$ cat src/rtl/board_pkg.sv
// Board-wide constants shared by the switch debouncer and the LED mode
// controller.
//   CLK_HZ          system clock frequency
//   DB_CYCLES_10MS  debounce window of 10 ms at CLK_HZ
//   SW_WIDTH        number of slide switches on the board
package board_pkg;

  localparam int unsigned CLK_HZ         = 125_000_000;
  localparam int unsigned DB_CYCLES_10MS = CLK_HZ / 100;
  localparam int unsigned SW_WIDTH       = 2;

  // Width of a counter that must reach db_cycles-1 and no further.
  function automatic int unsigned db_cnt_width(input int unsigned db_cycles);
    return (db_cycles < 2) ? 1 : $clog2(db_cycles);
  endfunction

endpackage

$ cat src/rtl/debounce_bit.sv
// One switch bit: 2-flop synchroniser, stability counter, accepted level and
// registered rise/fall strobes.
//   clk, rst_n  system clock, async active-low reset
//   sw_in       raw asynchronous switch level
//   sw_db       accepted (debounced) level
//   sw_rise     one-cycle pulse after an accepted 0->1
//   sw_fall     one-cycle pulse after an accepted 1->0
//   accept      high in the cycle before the strobes; lets the parent
//               register a combined change flag aligned with the strobes
module debounce_bit
  import board_pkg::*;
#(
  parameter int unsigned DB_CYCLES = DB_CYCLES_10MS
) (
  input  logic clk,
  input  logic rst_n,
  input  logic sw_in,
  output logic sw_db,
  output logic sw_rise,
  output logic sw_fall,
  output logic accept
);

  localparam int unsigned      CW      = db_cnt_width(DB_CYCLES);
  localparam logic [CW-1:0]    CNT_MAX = CW'(DB_CYCLES - 1);

  logic          s1;
  logic          s2;
  logic          st;
  logic [CW-1:0] cnt;

  assign accept = (s2 != st) && (cnt == CNT_MAX);
  assign sw_db  = st;

  always_ff @(posedge clk or negedge rst_n) begin
    if (!rst_n) begin
      s1      <= 1'b0;
      s2      <= 1'b0;
      st      <= 1'b0;
      cnt     <= '0;
      sw_rise <= 1'b0;
      sw_fall <= 1'b0;
    end else begin
      s1      <= sw_in;
      s2      <= s1;
      sw_rise <= accept & s2;
      sw_fall <= accept & ~s2;
      // Any agreement between s2 and st discards partial credit.
      if (s2 == st) begin
        cnt <= '0;
      end else if (accept) begin
        st  <= s2;
        cnt <= '0;
      end else begin
        cnt <= cnt + CW'(1);
      end
    end
  end

endmodule

$ cat src/rtl/sw_debounce.sv
// Debounced slide-switch bus for the LED mode controller.
//   clk, rst_n  system clock, async active-low reset
//   sw_in       raw asynchronous switch levels [WIDTH]
//   sw_db       debounced levels [WIDTH]
//   sw_rise     per-bit one-cycle pulse on accepted 0->1 [WIDTH]
//   sw_fall     per-bit one-cycle pulse on accepted 1->0 [WIDTH]
//   sw_changed  one-cycle pulse when any bit was accepted, aligned with strobes
module sw_debounce
  import board_pkg::*;
#(
  parameter int unsigned WIDTH     = SW_WIDTH,
  parameter int unsigned DB_CYCLES = DB_CYCLES_10MS
) (
  input  logic             clk,
  input  logic             rst_n,
  input  logic [WIDTH-1:0] sw_in,
  output logic [WIDTH-1:0] sw_db,
  output logic [WIDTH-1:0] sw_rise,
  output logic [WIDTH-1:0] sw_fall,
  output logic             sw_changed
);

  if (DB_CYCLES < 2) begin : g_bad_db_cycles
    $error("sw_debounce: DB_CYCLES must be >= 2");
  end

  logic [WIDTH-1:0] accept;

  for (genvar i = 0; i < WIDTH; i++) begin : g_bit
    debounce_bit #(
      .DB_CYCLES(DB_CYCLES)
    ) u_bit (
      .clk    (clk),
      .rst_n  (rst_n),
      .sw_in  (sw_in[i]),
      .sw_db  (sw_db[i]),
      .sw_rise(sw_rise[i]),
      .sw_fall(sw_fall[i]),
      .accept (accept[i])
    );
  end

  // Registered from the pre-strobe accept terms so it lands in the same
  // cycle as sw_rise/sw_fall rather than one later.
  always_ff @(posedge clk or negedge rst_n) begin
    if (!rst_n) begin
      sw_changed <= 1'b0;
    end else begin
      sw_changed <= |accept;
    end
  end

endmodule
$ cat config.mk
export PLATFORM = sky130hd
export DESIGN_NAME = sw_debounce
export DESIGN_NICKNAME = d
export VERILOG_FILES = /design/src/rtl/board_pkg.sv /design/src/rtl/debounce_bit.sv /design/src/rtl/sw_debounce.sv
export SDC_FILE = /design/constraint.sdc
export NUM_CORES = 1
export LEC_CHECK = 0
export ABC_AREA = 1
export BUFFER_PORTS_ARGS = -buffer_cell sky130_fd_sc_hd__buf_4
export CAP_MARGIN = 10
export CELL_PAD_IN_SITES_DETAIL_PLACEMENT = 0
export CELL_PAD_IN_SITES_GLOBAL_PLACEMENT = 1
export CORE_MARGIN = 2
export CORE_UTILIZATION = 40
export DETAILED_ROUTE_END_ITERATION = 12
export GPL_ROUTABILITY_DRIVEN = 0
export GPL_TIMING_DRIVEN = 1
export PLACE_DENSITY = 0.72
export SYNTH_ARGS = -nofsm -noshare
export SYNTH_HDL_FRONTEND = slang
export SYNTH_SLANG_ARGS = --single-unit
$ cat constraint.sdc
create_clock -name clk -period 1.8 [get_ports clk]
set_input_delay 0.09 -clock clk [delete_from_list [all_inputs] [get_ports clk]]
set_output_delay 0.09 -clock clk [all_outputs]
set_load 0.05 [all_outputs]
==> metrics <==
fillcell total=744; Ports=11; syn avg cell area=7.447 um2; total routed wirelength=6.382 mm; cell area power density=614.2 nW/um2; fmax=0.6361 GHz; Worst Max-Slew Pin Slew=0.6908 ns; kind of path behind the tightest hold check=reg2reg; Iter 0 DRT Violations=123; cells along the critical path=ha_1 -> nand3_1 -> nor2_1 -> nand2_2 -> o21ai_0 -> inv_1; Final Skew=0.005488 ns; period utilization=0.8734; crit path max fanout=16; Pleak=1.542 nW; CP endpoint kind=flop; Synthesized Nets=399; largest net degree at the start of global routing=54; DRC Markers=0; Setup CP Type=reg2reg; Peak VDD IR=0.2724 mV; CP top delay family=simple AND/OR/NAND/NOR gates; multi-input logic area=1297 um2; Mapped Cells=393; CTS tree=done; first-pass GRT wire length=10.85 mm; clk root buf=clkbuf_8; endpoints failing setup=0; Clock Latency Late Sink=0.30 ns; final core utilization=0.4452; status=complete, no violations; clk slew on worst S/H paths=0.10 ns; Tmin final=1.572 ns; startpoint types=flop; # placed instances=496; GRT Residual Overflow=0; fin cells=507; worst path bufs/invs=1; WP data required=2.00 ns; Netlist Area Pre-Place=2927 um2; H-tree levels=2; Synth Register Bits=53; post-CTS setup buffer count=0; synth warn=0; Synth cell types=25; I/O Buffers=10; WL/cell=12.59 um; Max Root-Sink Buffers=2; Num CTS Buffers=5; Die Y=89.54 um; Slew Viols, Final=0; register area=1326 um2; Slew headroom=0.5395; final hold violations=0; share of cells above drive strength 1=0.09069; Die Span X=89.54 um; area growth from synthesis to layout=9.149%; Die Area=8017 um2; Via density=4.619; unrepaired setup endpoints after global routing=no; nets@finish=413; Crit path arrival time=1.77 ns; # rows=31; initial antenna violation count=0; max-cap viol count=0; ant diodes=0; total clock sinks=53; Routed Antenna Nets=0; Core Footprint=7176 um2; vias in the first global route=2,266; Vias=2,342; Worst path slowest cell=dfrtp_1; slowest stage delay, CP=0.37 ns; Initial Utilization=0.4078; total iterations of the first detailed-routing run=4; setup TNS=0 ns; dpl hpwl=4.827 mm; GRT Util Overall=0.1791; Seq/Total Area, Yosys=0.4532
[state kept, by name, indices dropped and copies added (netlist names)]
signal,cells
g_bit.u_bit.cnt,42
g_bit.u_bit.s1,2
sw_changed,1
g_bit.u_bit.sw_rise,2
g_bit.u_bit.sw_db,2
g_bit.u_bit.sw_fall,2
g_bit.u_bit.s2,2
[what timing repair did]
action                                 CTS  global route
setup endpoints to repair                0             1
hold buffers                             3             0
resized for setup                        0             1
endpoints found under the hold margin   55             0
[layer usage]
metal	vias up	track usage	share of wire
li1	1220	-	-
met1	1097	0.2331	0.47
met2	23	0.3118	0.50
met3	2	0.02770	0.021
met4	0	0.04478	0.0055
met5	-	0	0
[synthesized netlist by cell type]
cell type / count / area (um2)
clkinv_1: 2 / 7.510
nand3b_1: 5 / 37.54
xnor2_1: 2 / 17.52
nand3_2: 2 / 20.02
buf_6: 2 / 22.52
a21oi_1: 6 / 30.03
nand4_1: 8 / 50.05
inv_2: 2 / 7.510
o21ai_0: 5 / 25.02
nand3_1: 31 / 155.2
inv_1: 57 / 214.0
ha_1: 2 / 25.02
dfrtp_1: 53 / 1326
nor3_1: 4 / 20.02
nor2_4: 6 / 67.56
nand2_2: 3 / 18.77
nor3b_1: 3 / 22.52
buf_2: 1 / 5.000
nand2_1: 93 / 349.1
xor2_1: 15 / 131.4
nor2_2: 1 / 6.260
buf_4: 6 / 45.04
buf_1: 1 / 3.750
nand2_4: 1 / 11.26
nor2_1: 82 / 307.8
[report_power, final]
part | switching [mW] | internal (mW)
Combinational | 0.0589 | 0.0297
Sequential | 0.0107 | 1.20
Clock | 0.387 | 0.271
[cells in the final DEF, fill, tap and decap left out, types with 5 or more instances in the layout]
cell type	n
nand2_1	93
nor2_1	81
inv_1	57
dfrtp_1	53
nand3_1	31
xor2_1	15
buf_4	14
nand4_1	8
nor2_4	6
a21oi_1	6
o21ai_0	5
nand3b_1	5
clkbuf_8	5
[area by class of cell]
class                           instances  share of cell area
Clock inverter                          2            0.003134
Inverter                               61             0.07168
Clock buffer                            6             0.02272
Tap cell                               99             0.03878
Multi-Input combinational cell        269              0.4062
Sequential cell                        53              0.4152
Timing Repair Buffer                   17             0.04230
[kinds of logic after synthesis]
logic type / share of synthesized area
xor+xnor: 0.05088
compound gates: 0.01881
flops: 0.4532
fa+ha+maj: 0.008549
simple gates: 0.3643
buf+inv: 0.1043
[path summary, 6_finish.rpt]
kind                                       start                endpoint  slack (ns)  cells after the start
max                        g_bit[0].u_bit.cnt[0]    g_bit[0].u_bit.sw_db        0.23                      6
min                            g_bit[0].u_bit.s1       g_bit[0].u_bit.s2        0.36                      0
max reg2reg                g_bit[0].u_bit.cnt[0]    g_bit[0].u_bit.sw_db        0.23                      6
min reg2reg                    g_bit[0].u_bit.s1       g_bit[0].u_bit.s2        0.36                      0
max in group asynchronous                  rst_n  g_bit[1].u_bit.cnt[15]        0.97                      2
min in group asynchronous                  rst_n  g_bit[0].u_bit.cnt[16]        0.37                      2
[through the flow]
step	power, mW	hold slack, ns	setup slack [ns]	cell area (um2)
after floorplan	1.276	-0.2056	0.4544	2927
after global placement	1.325	0.1830	0.1613	3079
after detailed placement	1.326	0.1925	0.1785	3079
after CTS	2.002	0.3594	0.1612	3192
after global routing	2.060	0.3648	0.01283	3194
final	1.962	0.3554	0.2280	3194
No activity file was read; power rests on OpenSTA's default activity.
